===== src/rtl/operand_sender_pkg.sv =====
// Shared types and constants for the operand sender: FSM states, byte counts and
// parameter defaults.
package sender_pkg;

  typedef enum logic [3:0] {
    StIdle,
    StSendSetup,
    StSendPulse,
    StSendGap,
    StWaitRdy,
    StResSetup,
    StResPulse,
    StResGap,
    StDone
  } state_e;

  localparam int unsigned BYTES_PER_OP    = 4;
  localparam int unsigned RESULT_BYTES    = 4;

  localparam int unsigned SETUP_CYC_DEF   = 1;
  localparam int unsigned PULSE_CYC_DEF   = 1;
  localparam int unsigned GAP_CYC_DEF     = 1;
  localparam int unsigned TIMEOUT_CYC_DEF = 255;

  function automatic int unsigned max4(input int unsigned a, input int unsigned b,
                                       input int unsigned c, input int unsigned d);
    int unsigned m;
    m = a;
    if (b > m) m = b;
    if (c > m) m = c;
    if (d > m) m = d;
    return m;
  endfunction

endpackage


===== src/rtl/operand_sender_if.sv =====
// Handshake and byte bus between the operand sender and its user / peripherals unit.
interface operand_sender_if;
  logic        start;
  logic [31:0] opA;
  logic [31:0] opB;
  logic        busy;
  logic        done;
  logic        error;
  logic [7:0]  inputdata;
  logic        loaddata;
  logic        enter;
  logic        inputdata_ready;

  modport master (
    input  start, opA, opB, inputdata_ready,
    output busy, done, error, inputdata, loaddata, enter
  );

  modport slave (
    output start, opA, opB, inputdata_ready,
    input  busy, done, error, inputdata, loaddata, enter
  );
endinterface


===== src/rtl/operand_sender_phase_timer.sv =====
// Loadable down-counter that saturates at zero; zero_o marks the last cycle of an interval.
module phase_timer #(
  parameter int unsigned Width = 8
) (
  input  logic             clk_i,
  input  logic             rst_i,
  input  logic             load_i,
  input  logic [Width-1:0] load_val_i,
  output logic             zero_o
);

  logic [Width-1:0] cnt_d, cnt_q;

  always_comb begin
    cnt_d = cnt_q;
    if (load_i) begin
      cnt_d = load_val_i;
    end else if (cnt_q != '0) begin
      cnt_d = cnt_q - 1'b1;
    end
  end

  always_ff @(posedge clk_i) begin
    if (rst_i) begin
      cnt_q <= '0;
    end else begin
      cnt_q <= cnt_d;
    end
  end

  assign zero_o = (cnt_q == '0);

endmodule


===== src/rtl/operand_sender.sv =====
// Sends opA/opB as eight strobed bytes, waits for the peripherals unit, then strobes
// four result-display pulses.
module operand_sender
  import sender_pkg::*;
#(
  parameter int unsigned SETUP_CYC   = SETUP_CYC_DEF,
  parameter int unsigned PULSE_CYC   = PULSE_CYC_DEF,
  parameter int unsigned GAP_CYC     = GAP_CYC_DEF,
  parameter int unsigned TIMEOUT_CYC = TIMEOUT_CYC_DEF
) (
  input logic              clk,
  input logic              reset,
  operand_sender_if.master bus
);

  localparam int unsigned MaxCyc = max4(SETUP_CYC, PULSE_CYC, GAP_CYC, TIMEOUT_CYC);
  localparam int unsigned TimerW = $clog2(MaxCyc + 1);
  localparam logic [2:0]  LastByte = 3'(2 * BYTES_PER_OP - 1);
  localparam logic [1:0]  LastRes  = 2'(RESULT_BYTES - 1);

  state_e      state_d, state_q;
  logic [63:0] sreg_d, sreg_q;
  logic [2:0]  byte_idx_d, byte_idx_q;
  logic [1:0]  res_idx_d, res_idx_q;
  logic        error_d, error_q;
  logic        busy_d, busy_q;
  logic        done_d, done_q;
  logic        enter_d, enter_q;
  logic        loaddata_d, loaddata_q;
  logic [7:0]  inputdata_d, inputdata_q;
  logic        send_d;

  logic              tmr_load, tmr_zero;
  logic [TimerW-1:0] tmr_val;

  phase_timer #(
    .Width (TimerW)
  ) u_phase_timer (
    .clk_i      (clk),
    .rst_i      (reset),
    .load_i     (tmr_load),
    .load_val_i (tmr_val),
    .zero_o     (tmr_zero)
  );

  always_comb begin
    state_d    = state_q;
    sreg_d     = sreg_q;
    byte_idx_d = byte_idx_q;
    res_idx_d  = res_idx_q;
    error_d    = error_q;
    unique case (state_q)
      StIdle: begin
        if (bus.start) begin
          state_d    = StSendSetup;
          sreg_d     = {bus.opA, bus.opB};
          byte_idx_d = '0;
          res_idx_d  = '0;
          error_d    = 1'b0;
        end
      end
      StSendSetup: if (tmr_zero) state_d = StSendPulse;
      StSendPulse: if (tmr_zero) state_d = StSendGap;
      StSendGap: begin
        if (tmr_zero) begin
          byte_idx_d = byte_idx_q + 3'd1;
          if (byte_idx_q == LastByte) begin
            state_d = StWaitRdy;
          end else begin
            state_d = StSendSetup;
            sreg_d  = {sreg_q[55:0], 8'h00};
          end
        end
      end
      StWaitRdy: begin
        // A ready seen on the final timeout cycle still wins over the timeout.
        if (bus.inputdata_ready) begin
          state_d = StResSetup;
        end else if (tmr_zero) begin
          state_d = StDone;
          error_d = 1'b1;
        end
      end
      StResSetup: if (tmr_zero) state_d = StResPulse;
      StResPulse: if (tmr_zero) state_d = StResGap;
      StResGap: begin
        if (tmr_zero) begin
          res_idx_d = res_idx_q + 2'd1;
          state_d   = (res_idx_q == LastRes) ? StDone : StResSetup;
        end
      end
      StDone:  state_d = StIdle;
      default: state_d = StIdle;
    endcase
  end

  // Each interval is timed from the cycle its state is entered, so reload on every transition.
  always_comb begin
    tmr_load = (state_d != state_q);
    unique case (state_d)
      StSendSetup, StResSetup: tmr_val = TimerW'(SETUP_CYC - 1);
      StSendPulse, StResPulse: tmr_val = TimerW'(PULSE_CYC - 1);
      StSendGap, StResGap:     tmr_val = TimerW'(GAP_CYC - 1);
      StWaitRdy:               tmr_val = TimerW'(TIMEOUT_CYC - 1);
      default:                 tmr_val = '0;
    endcase
  end

  always_comb begin
    send_d      = (state_d inside {StSendSetup, StSendPulse, StSendGap});
    busy_d      = !(state_d inside {StIdle, StDone});
    done_d      = (state_d == StDone);
    enter_d     = (state_d inside {StSendPulse, StResPulse});
    loaddata_d  = send_d || (state_d == StWaitRdy);
    inputdata_d = send_d ? sreg_d[63:56] : 8'h00;
  end

  always_ff @(posedge clk) begin
    if (reset) begin
      state_q     <= StIdle;
      sreg_q      <= '0;
      byte_idx_q  <= '0;
      res_idx_q   <= '0;
      error_q     <= 1'b0;
      busy_q      <= 1'b0;
      done_q      <= 1'b0;
      enter_q     <= 1'b0;
      loaddata_q  <= 1'b0;
      inputdata_q <= 8'h00;
    end else begin
      state_q     <= state_d;
      sreg_q      <= sreg_d;
      byte_idx_q  <= byte_idx_d;
      res_idx_q   <= res_idx_d;
      error_q     <= error_d;
      busy_q      <= busy_d;
      done_q      <= done_d;
      enter_q     <= enter_d;
      loaddata_q  <= loaddata_d;
      inputdata_q <= inputdata_d;
    end
  end

  assign bus.busy      = busy_q;
  assign bus.done      = done_q;
  assign bus.error     = error_q;
  assign bus.enter     = enter_q;
  assign bus.loaddata  = loaddata_q;
  assign bus.inputdata = inputdata_q;

endmodule


===== src/flat_wrapper.sv =====
// flat-port wrapper written by rule: the top's interface ports become plain ports
module operand_sender_flat import sender_pkg::*;
#(
  parameter int unsigned SETUP_CYC   = SETUP_CYC_DEF,
  parameter int unsigned PULSE_CYC   = PULSE_CYC_DEF,
  parameter int unsigned GAP_CYC     = GAP_CYC_DEF,
  parameter int unsigned TIMEOUT_CYC = TIMEOUT_CYC_DEF
)
  (clk, reset, bus_start, bus_opA, bus_opB, bus_inputdata_ready, bus_busy, bus_done, bus_error, bus_inputdata, bus_loaddata, bus_enter);
  operand_sender_if bus_i ();
  input logic clk;
  input logic reset;
  input wire logic [$bits(bus_i.start)-1:0] bus_start;
  input wire logic [$bits(bus_i.opA)-1:0] bus_opA;
  input wire logic [$bits(bus_i.opB)-1:0] bus_opB;
  input wire logic [$bits(bus_i.inputdata_ready)-1:0] bus_inputdata_ready;
  output wire logic [$bits(bus_i.busy)-1:0] bus_busy;
  output wire logic [$bits(bus_i.done)-1:0] bus_done;
  output wire logic [$bits(bus_i.error)-1:0] bus_error;
  output wire logic [$bits(bus_i.inputdata)-1:0] bus_inputdata;
  output wire logic [$bits(bus_i.loaddata)-1:0] bus_loaddata;
  output wire logic [$bits(bus_i.enter)-1:0] bus_enter;
  assign bus_i.start = bus_start;
  assign bus_i.opA = bus_opA;
  assign bus_i.opB = bus_opB;
  assign bus_i.inputdata_ready = bus_inputdata_ready;
  assign bus_busy = bus_i.busy;
  assign bus_done = bus_i.done;
  assign bus_error = bus_i.error;
  assign bus_inputdata = bus_i.inputdata;
  assign bus_loaddata = bus_i.loaddata;
  assign bus_enter = bus_i.enter;
  operand_sender #(.SETUP_CYC(SETUP_CYC), .PULSE_CYC(PULSE_CYC), .GAP_CYC(GAP_CYC), .TIMEOUT_CYC(TIMEOUT_CYC)) u_core (.clk(clk), .reset(reset), .bus(bus_i));
endmodule

===== config.mk =====
export PLATFORM = sky130hd
export DESIGN_NAME = operand_sender_flat
export DESIGN_NICKNAME = d
export VERILOG_FILES = /design/src/rtl/operand_sender_pkg.sv /design/src/rtl/operand_sender_if.sv /design/src/rtl/operand_sender_phase_timer.sv /design/src/rtl/operand_sender.sv /design/src/flat_wrapper.sv
export SDC_FILE = /design/constraint.sdc
export NUM_CORES = 1
export LEC_CHECK = 0
export BUFFER_PORTS_ARGS = -buffer_cell sky130_fd_sc_hd__buf_2
export CAP_MARGIN = 10
export CORE_MARGIN = 2
export CORE_UTILIZATION = 36
export DETAILED_ROUTE_END_ITERATION = 16
export HOLD_SLACK_MARGIN = 0.15
export PLACE_DENSITY_LB_ADDON = 0.05
export SYNTH_ARGS = -nofsm -noshare
export SYNTH_HDL_FRONTEND = slang
export SYNTH_SLANG_ARGS = --single-unit

===== constraint.sdc =====
create_clock -name clk -period 2.2 [get_ports clk]
set_input_delay 0.44 -clock clk [delete_from_list [all_inputs] [get_ports clk]]
set_output_delay 0.44 -clock clk [all_outputs]
set_load 0.005 [all_outputs]

==> results of run 1 <==
## per-stage QoR
| step | instance area (um^2) | utilization | std cells | TNS, ns | setup slack (ns) |
|---|---|---|---|---|---|
| after floorplan | 3777 | - | 380 | 0 | 0.01705 |
| after global placement | 4568 | 0.4445 | 605 | -0.9867 | -0.04751 |
| after detailed placement | 4568 | 0.4445 | 605 | -2.998 | -0.09234 |
| after CTS | 4796 | 0.4666 | 622 | 0 | 0.004556 |
| after global routing | 4937 | 0.4804 | 629 | -0.4457 | -0.05358 |
| final | 4937 | 0.4804 | 629 | 0 | 0.03597 |
## worst paths after layout
kind / endpoint / slack (ns) / cells after the start
max: u_core.u_phase_timer.cnt_q[0] / 0.04 / 9
min reg2reg: u_core.sreg_q[13] / 0.50 / 2
min: u_core.sreg_q[0] / 0.31 / 3
max reg2reg: u_core.u_phase_timer.cnt_q[0] / 0.04 / 9
## flip-flops by register name (all words and copies together), names as in the netlist
register / flops
u_core.u_phase_timer.cnt_q: 8
u_core.bus.inputdata: 8
u_core.bus.error: 1
u_core.bus.done: 1
u_core.bus.busy: 1
u_core.bus.enter: 1
u_core.byte_idx_q: 3
u_core.bus.loaddata: 1
u_core.state_q: 4
u_core.sreg_q: 64
u_core.res_idx_q: 2
## cells in the mapped netlist (all sizes together) (2+ instances only)
master	instances	area, um^2
a21boi	2	26.28
a21oi	6	30.03
a222oi	56	560.5
a22oi	12	90.09
a31oi	2	12.51
and2	9	56.30
buf	21	137.6
clkbuf	14	52.55
dfxtp	94	1882
ha	5	62.56
inv	4	15.01
mux2i	3	30.03
nand2	10	37.54
nand2b	3	18.77
nand3	5	25.02
nand4	2	12.51
nor2	79	304.0
nor3	9	55.05
nor3b	4	30.03
nor4	3	25.02
o21ai	6	33.78
o31ai	6	45.04
or3b	2	17.52
xnor2	6	71.32
xor2	2	17.52
## kinds of logic after synthesis
kind of cell	after synthesis
AO/OA/AOI/OAI	97
XOR/XNOR	8
adder cells (fa/ha/maj)	5
buffers and inverters	39
flip-flops	94
multiplexers	3
AND/OR/NAND/NOR	134
## power by group through the flow
| stage | Combinational [W] | Sequential, W | Clock [W] |
|---|---|---|---|
| after detailed placement | 0.00322 | 0.00241 | 0 |
| after CTS | 0.00330 | 0.00237 | 0.00125 |
| final | 0.00367 | 0.00239 | 0.00120 |
| after global placement | 0.00322 | 0.00240 | 0 |
| after floorplan | 0.00215 | 0.00234 | 0 |
| after global routing | 0.00400 | 0.00244 | 0.00131 |
## routing by layer
metal  vias to the layer above  track usage  routed length (um)
li1                       1687            -                   -
met1                      1642       0.2465                4814
met2                       100       0.2628                4735
met3                        10      0.03863                 556
met4                         0      0.07514                 144
met5                         -            0                   0
## placed cells by master, fill, tap and decap left out, types with 4 or more instances in the layout
master / synthesis / final
clkbuf_8: 0 / 10
and2_1: 9 / 9
buf_2: 11 / 80
a21oi_1: 6 / 6
a222oi_1: 56 / 56
buf_12: 0 / 5
buf_4: 0 / 44
dfxtp_1: 94 / 90
o21ai_0: 5 / 5
a22oi_1: 12 / 11
dfxtp_2: 0 / 4
ha_1: 5 / 4
nor2_1: 78 / 78
nor3_1: 7 / 5
nand3_1: 5 / 5
nand2_1: 10 / 10
xnor2_1: 5 / 5
nor3b_1: 4 / 4
## worst min-delay path, delay by kind of cell
kind                   cells  cell delay [ns]
and+or+nand+nor            1             0.07
buffers and inverters      1             0.08
AOI/OAI and AO/OA          1             0.05
## final cells by class
type,count,area [um^2],share of cell area
timing repair buffer,131,853.3,0.1728
clock buffer,11,141.4,0.02864
inverter,4,15.01,0.003041
multi-input combinational,248,1807,0.3659
clock inverter,5,63.81,0.01292
tap,136,170.2,0.03447
sequential,94,1887,0.3822
## timing repair
item                       4_1_cts  5_1_grt
setup buffers                    1        6
setup endpoints to repair       60       65
gates cloned                     0        1
pin swaps                        0       23
resized for setup                4       21
==> flow_summary.ini, run 1 <==
[sta]
timing.fmax_mhz = 462.1
slew_viol_final = 0
fin_hold_ws_ns = 0.3124
grt_setup_unrepaired = true
finalCritPeriodShare = 0.9836
setup_viol = 0
min_period_ns = 2.164
tightest_slew_ns = 0.5707
max_slew_margin = 0.6195
hold_violations = 0
clock_skew_ns = 0.01128

[yosys]
synthFlopType = dfxtp_1
synth_fa_ha_area_frac = 0.01656
synth_cell_types = 49
synth_edf_count = 0
synth-seq-area-share = 0.4982
synth_top_family_by_area = compound AO/OA/AOI/OAI gates
avgSynthCellArea_um2 = 9.940
ys_ff_latch = 94
synth-simple-area-share = 0.1716
synth_nets = 453
syn_area_mm2 = 0.003777
synth_mux_area_frac = 0.007950
netlist_instances = 380
synth_compound_area_frac = 0.2279
yosys_warnings = 0
synth_xor_area_frac = 0.02352
async_flop_share = 0

[drt]
dr.pass1.iters = 9
totalWireLength_um = 10250
vias_per_cell = 5.467
drc = 0
vias = 3439
antenna_left = 0
post_drt_wl_per_cell_um = 16.30
first_iter_violations = 342

[hold_path]
hp-start = bus_opB[0]
min_path_type = in -> reg

[worst_setup_path]
worstSetupEndpointType = flip-flop
worstSetupStartpoint = u_core.u_phase_timer.cnt_q[1]
critical_path_required_ns = 2.46
cpLargestDelayFamily = simple AND/OR/NAND/NOR gates
worstPathMaxFanout = 6
startpoint_type = flip-flop
critPathSlowestCell = or3b_4
path_buf_inv = 2
cpPeakStageDelay_ns = 0.42
cp.arrival_ns = 2.42
r2r-start = u_core.u_phase_timer.cnt_q[1]
path_class = reg -> reg
cp_cell_sequence = inv_2, ha_4, or3b_4, nor2_4, mux2i_2, and3_4, buf_12, xnor2_4, a2111oi_2

[global_route]
grt_pass1_wl_um = 15870
grt_pass1_vias = 3158
gr-usage-all-layers = 0.1767
grt_max_degree = 54
antenna_found_initial = 0
grt.overflow.total = 0

[power]
power.density_mw_per_mm2 = 1471
p_comb_frac = 0.505
irDropWorstVdd_mv = 0.5366
swShare = 0.3808
clockPowerShare = 0.166
p_switching_w = 0.002766
power.total_w = 0.007263
p_leak_nw = 2.039
seqPwrFrac = 0.329
power.internal_w = 0.004497

[clocking]
h-tree-depth = 3
clockBufferDepth = 2
cts-root-buf = clkbuf_8
tritoncts = built
clock-sinks = 94
holdBufCountCts = 0
clkTransAtPathRegs_ns = 0.09
insertion_delay_ns = 0.37
cts_made_buffers = 9

[floorplan]
die_h_um = 106.4
die_area_mm2 = 0.01133
die_w_um = 106.4
start_util = 0.3675
rows = 37
core_mm2 = 0.01028
io_pins = 81

[placement]
portBuffers = 80
hpwlAfterDp_um = 6799
place.gp.congestion = 0.8303

[cells_and_area]
n_fill_cell = 1025
drive_gt1_frac = 0.3550
antennaDiodeCount = 0
area_growth_pct = 30.71
finalNetCount = 561

[flow_run]
maxCapViolCount = 0

[status]
status = completed
Note: power is estimated with default switching activity, not from simulation.
==> run 2, diff against run 1 <==
- ABC_AREA: unset -> 0
- BUFFER_PORTS_ARGS: -buffer_cell sky130_fd_sc_hd__buf_2 -> unset
- CAP_MARGIN: 10 -> unset
- DONT_BUFFER_PORTS: unset -> 1
==> run 2 against run 1 <==
  * Count of clock-buffer cells in the layout did not move
  * Total power rose by 0.88%
  * Core utilization fell by 3.3 points
  * Largest power group unchanged
  * Largest cell class unchanged
  * Critical endpoint is now u_core.sreg_q[43]
  * Critical path depth fell by 2
  * Clock power barely moved
  * Sequential power barely moved
  * Wire length rose by 0.89%
==> flow_summary.ini, run 2 (synthesized netlist as in run 1, its figures left out) <==
[clocking]
clockBufferDepth = 2
cts-root-buf = clkbuf_8
clock-sinks = 94
cts_made_buffers = 9
insertion_delay_ns = 0.38
clkTransAtPathRegs_ns = 0.10
tritoncts = built
h-tree-depth = 3

[sta]
min_period_ns = 2.144
max_slew_margin = 0.6497
clock_skew_ns = 0.01508
finalCritPeriodShare = 0.9744
timing.fmax_mhz = 466.5
setup_viol = 0
hold_violations = 0
grt_setup_unrepaired = true
tightest_slew_ns = 0.5234
slew_viol_final = 0
setup_ws_ns = 0.05634

[global_route]
antenna_found_initial = 0
gr-usage-all-layers = 0.1815
grt_pass1_vias = 3057
grt_pass1_wl_um = 16040
grt_max_degree = 78
grt.overflow.total = 0

[placement]
place_ws_ns = -0.1523
hpwlAfterDp_um = 6620
portBuffers = 0
place.gp.congestion = 0.8552
place_area_mm2 = 0.004140

[worst_setup_path]
cpPeakStageDelay_ns = 0.60
worstSetupEndpointType = flip-flop
cpLargestDelayFamily = simple AND/OR/NAND/NOR gates
critPathSlowestCell = or4_4
startpoint_type = flip-flop
cp.arrival_ns = 2.40
path_buf_inv = 2
path_class = reg -> reg
cp_cell_sequence = or4_4, nor3_4, buf_6, o21ai_4, buf_4, a222oi_1, nor2_1
worstPathMaxFanout = 11
critical_path_required_ns = 2.46

[power]
power.density_mw_per_mm2 = 1595
power.total_w = 0.007327
irDropWorstVdd_mv = 0.4829
p_leak_nw = 1.742

[floorplan]
die_area_mm2 = 0.01133
core_mm2 = 0.01028
io_pins = 81
start_util = 0.3675
rows = 37
die_w_um = 106.4
die_h_um = 106.4

[drt]
post_drt_wl_per_cell_um = 18.80
dr.pass1.iters = 8
totalWireLength_um = 10340
vias_per_cell = 5.731
first_iter_violations = 363
antenna_left = 0
drc = 0
vias = 3152

[cells_and_area]
mostFrequentLayoutCell = dfxtp_1
area_growth_pct = 21.60
largest_reg_flops = 64
final_cell_mix = dfxtp_1, nor2_1, a222oi_1
antennaDiodeCount = 0
drive_gt1_frac = 0.2271
largest-register = u_core.sreg_q
fin_area_mm2 = 0.004593
n_fill_cell = 1024
finalNetCount = 482

[status]
status = completed

[flow_run]
maxCapViolCount = 0

[hold_path]
min_path_type = in -> reg
==> run 2: changes by cell type in the layout (fill, tap and decap cells not counted), sizes merged <==
cell / change
buf: -82
clkbuf: +2
o21ai: +1
==> run 2: per-layer routing <==
layer	routed length, um	vias up	part of all wire	GRT usage
met1	4647	1516	0.45	0.2386
met5	0	-	0	0
li1	-	1520	-	-
met3	750	17	0.073	0.05028
met4	235	0	0.023	0.09276
met2	4708	99	0.46	0.2720
==> run 2: area by class of cell <==
type | count | area, um^2 | share of cell area
sequential | 94 | 1884 | 0.4102
inverter | 4 | 15.01 | 0.003269
tap | 136 | 170.2 | 0.03705
timing repair buffer | 51 | 516.7 | 0.1125
multi-input combinational | 249 | 1802 | 0.3923
clock buffer | 11 | 141.4 | 0.03078
clock inverter | 5 | 63.81 | 0.01389
==> run 2: stage by stage <==
| step | setup TNS, ns | instances | util | hold WS, ns |
|---|---|---|---|---|
| floorplan | 0 | 380 | - | 0.4665 |
| global placement | -0.4590 | 523 | 0.4028 | 0.4769 |
| detailed placement | -3.525 | 523 | 0.4028 | 0.4910 |
| CTS | -0.001703 | 542 | 0.4289 | 0.1949 |
| global route | -0.5387 | 550 | 0.4469 | 0.2078 |
| finish | 0 | 550 | 0.4469 | 0.2125 |
==> run 2: path summary, 6_finish.rpt <==
path	end	cells past startpoint	slack [ns]	start
setup reg to reg	u_core.sreg_q[43]	7	0.06	u_core.u_phase_timer.cnt_q[4]
setup / recovery	u_core.sreg_q[43]	7	0.06	u_core.u_phase_timer.cnt_q[4]
hold / removal	u_core.sreg_q[7]	2	0.21	bus_opB[7]
hold reg to reg	u_core.sreg_q[55]	2	0.51	u_core.sreg_q[47]
==> run 2: power by group <==
group	leakage [nW]	switching, W	internal, W	total (W)
logic	0.871	0.00193	0.00184	0.00376
registers	0.771	0.000237	0.00213	0.00236
clock network	0.101	0.000634	0.000567	0.00120
total	1.74	0.00280	0.00453	0.00733
==> run 2: worst register-to-register path, delay by kind of cell, from the launching register on <==
kind	cells	cell delay, ns
AOI/OAI and AO/OA	2	0.49
buffers and inverters	2	0.35
and+or+nand+nor	3	0.88
DFF	1	0.32
==> run 2: timing repair <==
item | CTS | global route
gates cloned | 1 | 3
pin swaps | 4 | 11
resized for setup | 5 | 21
setup buffers | 1 | 5
hold buffers | 1 | 0
hold endpoints to repair | 77 | 0
setup endpoints to repair | 54 | 61
